**config.mk**
```make
export PLATFORM = sky130hd
export DESIGN_NAME = branch_trace_buffer
export DESIGN_NICKNAME = d
export VERILOG_FILES = /design/src/rtl/branch_trace_buffer.sv
export SDC_FILE = /design/constraint.sdc
export NUM_CORES = 2
export LEC_CHECK = 0
export ABC_AREA = 0
export CAP_MARGIN = 20
export CORE_MARGIN = 4
export CORE_UTILIZATION = 50
export DETAILED_ROUTE_END_ITERATION = 7
export GPL_TIMING_DRIVEN = 0
export PLACE_DENSITY_LB_ADDON = 0.3
export RECOVER_POWER = 25
export SETUP_SLACK_MARGIN = 0.05
export SYNTH_ARGS = -nofsm -noshare
export SYNTH_HDL_FRONTEND = slang
export SYNTH_SLANG_ARGS = --single-unit
```
**constraint.sdc**
```tcl
create_clock -name clk -period 9.84 [get_ports clk]
set_clock_uncertainty 0.05 [all_clocks]
set_input_delay 1.968 -clock clk [delete_from_list [all_inputs] [get_ports clk]]
set_output_delay 1.968 -clock clk [all_outputs]
set_load 0.05 [all_outputs]
```
**src/rtl/branch_trace_buffer.sv**
```systemverilog
// Branch trace capture FIFO: records selected resolved branches with a timestamp
// and presents them first-word-fall-through on a registered valid/ready read port.
module branch_trace_buffer #(
  parameter int ADDR_W = 32,
  parameter int DEPTH  = 16,
  parameter int TS_W   = 16,
  parameter int OVF_W  = 8
) (
  input  logic                     clk,
  input  logic                     rst,
  input  logic                     enable_i,
  input  logic [1:0]               mode_i,
  input  logic                     br_valid_i,
  input  logic                     br_taken_i,
  input  logic [ADDR_W-1:0]        br_pc_i,
  input  logic [ADDR_W-1:0]        br_target_i,
  input  logic                     rd_ready_i,
  output logic                     rd_valid_o,
  output logic                     rd_taken_o,
  output logic [ADDR_W-1:0]        rd_pc_o,
  output logic [ADDR_W-1:0]        rd_target_o,
  output logic [TS_W-1:0]          rd_stamp_o,
  output logic [$clog2(DEPTH):0]   count_o,
  output logic                     full_o,
  output logic                     frozen_o,
  output logic [OVF_W-1:0]         ovf_cnt_o
);
  localparam int PTR_W = $clog2(DEPTH);
  localparam int CNT_W = PTR_W + 1;
  localparam int ENT_W = 1 + 2 * ADDR_W + TS_W;

  // Handshake: an entry transfers when rd_valid_o and rd_ready_i are both high
  // at a rising clk edge; rd_* hold steady while rd_valid_o=1 and rd_ready_i=0.

  logic [ENT_W-1:0] mem [DEPTH];
  logic [PTR_W-1:0] wr_ptr, rd_ptr, rd_ptr_nxt;
  logic [CNT_W-1:0] count_q, count_nxt, count_after_pop;
  logic [ENT_W-1:0] head_q, head_nxt, wr_entry;
  logic [TS_W-1:0]  ts_q;
  logic             rd_valid_q, full_q, frozen_q;
  logic [OVF_W-1:0] ovf_q;
  logic             qualify, pop, push, drop;

  always_comb begin
    qualify         = 1'b0;
    pop             = 1'b0;
    push            = 1'b0;
    drop            = 1'b0;
    wr_entry        = {br_taken_i, br_pc_i, br_target_i, ts_q};
    head_nxt        = head_q;
    qualify = br_valid_i && enable_i && (mode_i != 2'b00) && !frozen_q &&
              (br_taken_i || (mode_i == 2'b10));
    pop             = rd_valid_q && rd_ready_i;
    // A pop in the same cycle frees the slot, so a full FIFO still accepts.
    push            = qualify && (!full_q || pop);
    drop            = qualify && full_q && !pop;
    rd_ptr_nxt      = rd_ptr + PTR_W'(pop);
    count_after_pop = count_q - CNT_W'(pop);
    count_nxt       = count_after_pop + CNT_W'(push);
    if (count_after_pop == '0) begin
      if (push) head_nxt = wr_entry;
    end else begin
      head_nxt = mem[rd_ptr_nxt];
    end
  end

  always_ff @(posedge clk) begin
    if (push) mem[wr_ptr] <= wr_entry;
  end

  always_ff @(posedge clk) begin
    if (rst) begin
      wr_ptr     <= '0;
      rd_ptr     <= '0;
      count_q    <= '0;
      head_q     <= '0;
      ts_q       <= '0;
      rd_valid_q <= 1'b0;
      full_q     <= 1'b0;
      frozen_q   <= 1'b0;
      ovf_q      <= '0;
    end else begin
      ts_q       <= ts_q + TS_W'(1);
      if (push) wr_ptr <= wr_ptr + PTR_W'(1);
      rd_ptr     <= rd_ptr_nxt;
      count_q    <= count_nxt;
      head_q     <= head_nxt;
      rd_valid_q <= (count_nxt != '0);
      full_q     <= (count_nxt == CNT_W'(DEPTH));
      if (drop && (ovf_q != '1)) ovf_q <= ovf_q + OVF_W'(1);
      // Freeze only arises from a qualifying event, which needs enable_i=1,
      // so the two branches below never compete.
      if (!enable_i) frozen_q <= 1'b0;
      else if (drop && (mode_i == 2'b11)) frozen_q <= 1'b1;
    end
  end

  assign {rd_taken_o, rd_pc_o, rd_target_o, rd_stamp_o} = head_q;
  assign rd_valid_o = rd_valid_q;
  assign count_o    = count_q;
  assign full_o     = full_q;
  assign frozen_o   = frozen_q;
  assign ovf_cnt_o  = ovf_q;
endmodule

```
Yosys cells after proc, flatten, opt, wreduce, memory -nomap -nowiden:

Memories as Yosys holds them, arrays and structs flattened.
Cells that the tools add are included.

* reductions and logical operators: 19
* bitwise gates (word level): 1
* multiplexer cells: 4
* add/sub/neg operators: 6
* eq/ne operators: 5

Operator list (number)
* $mux W81: 2
* $add A16 B1 Y16 const B: 1
* $logic_and A1 B1 Y1: 10
* $add A8 B1 Y8 const B: 1
* $ne A8 B8 Y1 const B: 1
* $add A5 B1 Y5: 1
* $eq A5 B5 Y1 const B: 1
* $logic_not A5 Y1: 1
* $reduce_bool A5 Y1: 1
* $sub A5 B1 Y5: 1
* $add A4 B1 Y4: 1
* $add A4 B1 Y4 const B: 1
* $eq A2 B2 Y1 const B: 2
* $logic_not A1 Y1: 3
* $logic_or A1 B1 Y1: 2
* $mux W1: 2
* $ne A2 B2 Y1 const B: 1
* $reduce_bool A2 Y1: 1
* $reduce_or A2 Y1: 1
* $not A1 Y1: 1

* logic and storage cells: 45
* output and inout bits: 97
* memory bits (writable): 1296
* input port bits: 72
* bits in registers: 121
* memories kept: 1

Memory list
* mem: words 16, width 81, rd ports 1, clocked after memory_dff 0, wr ports 1, line 35 `logic [ENT_W-1:0] mem [DEPTH];`

Longest topological paths before layout:

* word-level depth: 7
* mapped depth: 11
* depth with buffers taken out: 9

Least setup slack after synthesis:

No wires, ideal clock.

* kind: input to register
* from: in rd_ready_i
* to: mem mem[3][0] (netlist bit) (enable)
* stages on the path: 7
* setup time: 0.620 ns
* buffers on the path: 2
* required time: 9.170 ns
* setup slack: 0.587 ns
* arrival: 8.583 ns
* cell sequence: a21boi_0 > or4_4 > inv_6 > buf_12 > buf_12 > nand2_1 > nor3_1

* cells in the longest elaborated chain, start to end: 5

Ends and longest elaborated chain
* from (decl): line 17 `input logic rd_ready_i,`
* $logic_and A1 B1 Y1: line 53 `pop = rd_valid_q && rd_ready_i;`
* $logic_or A1 B1 Y1: line 55 `push = qualify && (!full_q || pop);`
* $logic_and A1 B1 Y1: line 55
* net push: line 42 `logic qualify, pop, push, drop;`
* $mux W1: line 68 `if (push) mem[wr_ptr] <= wr_entry;`
* $mux W1 (implied by the code): line 68
* to (decl): line 35

The timed path passes the listed nets, and every way through them passes these cells.

Final worst setup path:

* from: in rd_ready_i
* to: reg head_q[68]

* cells in the longest elaborated chain, start to end: 4
* elaborated cells between the ends (all ways): 9
* classes of those cells: add/sub: 2; eq/ne: 1; mux: 1; reduce/logical: 4; memory: 1

Ends and longest elaborated chain
* $logic_and A1 B1 Y1 *: line 53
* $add A4 B1 Y4, or another cell as far along: line 57 `rd_ptr_nxt = rd_ptr + PTR_W'(pop);`
* $mem_v2 Z16 W81, or another cell as far along
* $mux W81 / $ne A2 B2 Y1 (equally long branches)
* to (signal assigned): line 87 `head_q <= head_nxt;`
* to (decl): line 38 `logic [ENT_W-1:0] head_q, head_nxt, wr_entry;`

Mark *: on every way between the ends. The rest lies on a longest branch, timed or not.
A chain may end at the register's enable or synchronous reset.

==> run metrics <==
worst hold start=frozen_o; final wirelength=131600 um; Static Leak=19.75 nW; Max-Cap Viols=0; hold depth=1; Die Height=335.4 um; Cell Count, Final, Fillers Out=4416; latest clock arrival within the worst-skew pair=750 ps; count of cell types in the netlist=53; Critical Path Max Stage Delay=900 ps; r2r endpoint=head_q[68]; CP Capture Type=flop; Max Fclk=173.1 MHz; DR vias/cell=6.206; die area=112500 um^2; Iter 0 DRT Violations=3252; async set or reset register ratio after synthesis=0%; Clock transition at path regs=60 ps; initial antenna violation count=17; largest net degree at the start of global routing=24; Worst EP arrival=6390 ps; vias in the first global route=28840; crit path cell chain=clkdlybuf4s50_1 -> and2_1 -> ha_1 -> ha_1 -> or2_2 -> o21ai_1 -> o211ai_2 -> clkbuf_1 -> clkbuf_1 -> o21ai_0 -> a31oi_1; # resized after CTS=0; count of final hold-check violations=0; register area share after synthesis=77.12%; Total Power=16.20 mW; first drt pass iteration count=5; Syn Inst Count=2496; Tmin final=5778 ps; worst-case reg-to-reg path depth=10; r2r startpoint=rd_valid_o; Crit Path Max Fanout=10; Top FF cell, synth=edfxtp_1; GR Overflow Total=0; Mean Syn Cell Area=21.48 um^2; Post-Syn Area=53610 um^2; core footprint=105900 um^2; period utilization=58.72%; reg-to-reg setup timing slack=5400 ps; # H-tree levels=4; Hold WC Path Type=flop to flop; DRC=0; syn_nets=2580; CTS tree=built; unrepaired setup endpoints after global routing=no; Rel. slew slack=22.42%; routed len/inst=29.80 um; Slew Viols, Final=0; Crit Path Class=input port to flop; CTS Buf Count=142; Max VDD drop=128.5 uV; die width=335.4 um; Startpoint Class=input port; Setup Fix Bufs, Post-CTS=0; most frequent cells in the layout=1296 x edfxtp_1, 324 x mux4_2, 159 x a22oi_1; status=completed; Root Buffer=clkbuf_16; CTS sink cnt=1417; number of synthesized register bits=1417; worst slew pin tran=1164 ps; first-pass GRT wire length=192200 um; Initial Util=50.64%; cell family with most CP delay=buffers and inverters; Area Overhead vs Synth=18.18%; IO Count=169; GPL Wtd Cong=0.7557; CP Data Required Time=10460 ps; via count=27410; leading cell type in the layout, fill and taps excluded=edfxtp_1; warnings from Yosys=0; Final nets=2983; Hold Crit Endpoint=frozen_o; placed insts=4146; Port Buffer Count=168; Post-synth EDFFs=1296; row count=119; Pwr Density=255.8 nW/um^2; final antenna-violating net count=0; hold_buf cts=0; DP Wirelength=83560 um; Final setup viols=0; slowest stage cell, crit path=o211ai_2; Buf/Inv on CP=3; GRT Util Overall=23.60%; clock buffer depth=3; fraction of layout cells with a size suffix above 1=26.04%
==> worst max-delay path by stage <==
| stage | startpoint | endpoint | slack (ps) | cells after the start |
|---|---|---|---|---|
| floorplan | rd_ready_i | mem[3][0] | 590 | 7 |
| global placement | br_taken_i | mem[0][48] | -7330 | 8 |
| detailed placement | br_taken_i | mem[0][26] | 3420 | 12 |
| CTS | br_taken_i | mem[0][25] | 4200 | 12 |
| global route | rd_ready_i | head_q[68] | 3860 | 11 |
| finish | rd_ready_i | head_q[68] | 4060 | 11 |
==> registers in the layout, indices dropped and copies added (netlist names) <==
register / cells
ovf_cnt_o: 8
rd_ptr: 4
wr_ptr: 4
frozen_o: 1
count_o: 5
full_o: 1
rd_valid_o: 1
mem: 1296
ts_q: 16
head_q: 81
==> routing by layer <==
metal / global-route usage (%) / vias up / wire length [um]
li1: - / 11380 / -
met1: 30.33 / 14330 / 48490
met2: 39.46 / 1424 / 66320
met3: 6.054 / 269 / 12600
met4: 8.295 / 2 / 4186
met5: 0 / - / 9
==> layout make-up <==
cell class | instances | area (um^2)
clock buffers | 194 | 3961
clock inverters | 69 | 729.5
flip-flops and latches | 1417 | 41340
repair buffers | 259 | 3168
inverters | 10 | 42.54
diodes | 7 | 17.52
multi-input cells | 920 | 11670
fillers | 7237 | 42510
plain buffers | 149 | 683.2
well taps | 1391 | 1740
==> logic make-up after synthesis <==
group	Yosys count	synth area share [%]
multiplexers	406	15.33
adder cells (fa/ha/maj)	12	0.2801
AND/OR/NAND/NOR	129	1.190
XOR/XNOR	27	0.4668
AO/OA/AOI/OAI	346	4.260
buffers and inverters	159	1.354
flip-flops	1417	77.12
==> metrics by stage <==
step | utilization (%) | hold slack (ps) | setup WS [ps] | area (um^2) | TNS (ps)
3_5_place_dp | 55.39 | 488.1 | 3417 | 58640 | 0
2_1_floorplan | - | 431.7 | 587.0 | 53610 | 0
6_report | 59.84 | 506.5 | 4062 | 63350 | 0
3_3_place_gp | 53.87 | 451.3 | -7331 | 57030 | -4779680
4_1_cts | 59.82 | 495.8 | 4199 | 63330 | 0
5_1_grt | 59.83 | 519.8 | 3856 | 63340 | 0
==> synth_stat cells (all sizes together) (6+ instances only) <==
library cell  instances  share of area, %
ha                   12              0.28
a31oi                79              0.92
edfxtp             1296                73
nand3                10             0.093
xor2                 10              0.16
xnor2                16              0.26
a21oi                 6             0.056
a22oi               159               2.2
mux4                324                14
nand4                 6             0.070
buf                  61              0.66
dfxtp               121               4.5
mux2                 81               1.7
nand2                26              0.18
nor3                 13              0.12
inv                   9             0.072
clkbuf               88              0.62
nor2                 41              0.29
o21ai                87              0.81
nor2b                 8             0.093
==> power breakdown <==
group | switching [mW] | internal [mW] | total, mW
sequential | 0.166 | 6.74 | 6.90
clock | 2.25 | 3.13 | 5.38
combinational | 2.25 | 1.66 | 3.92
Power figures use the tool's default switching activity.
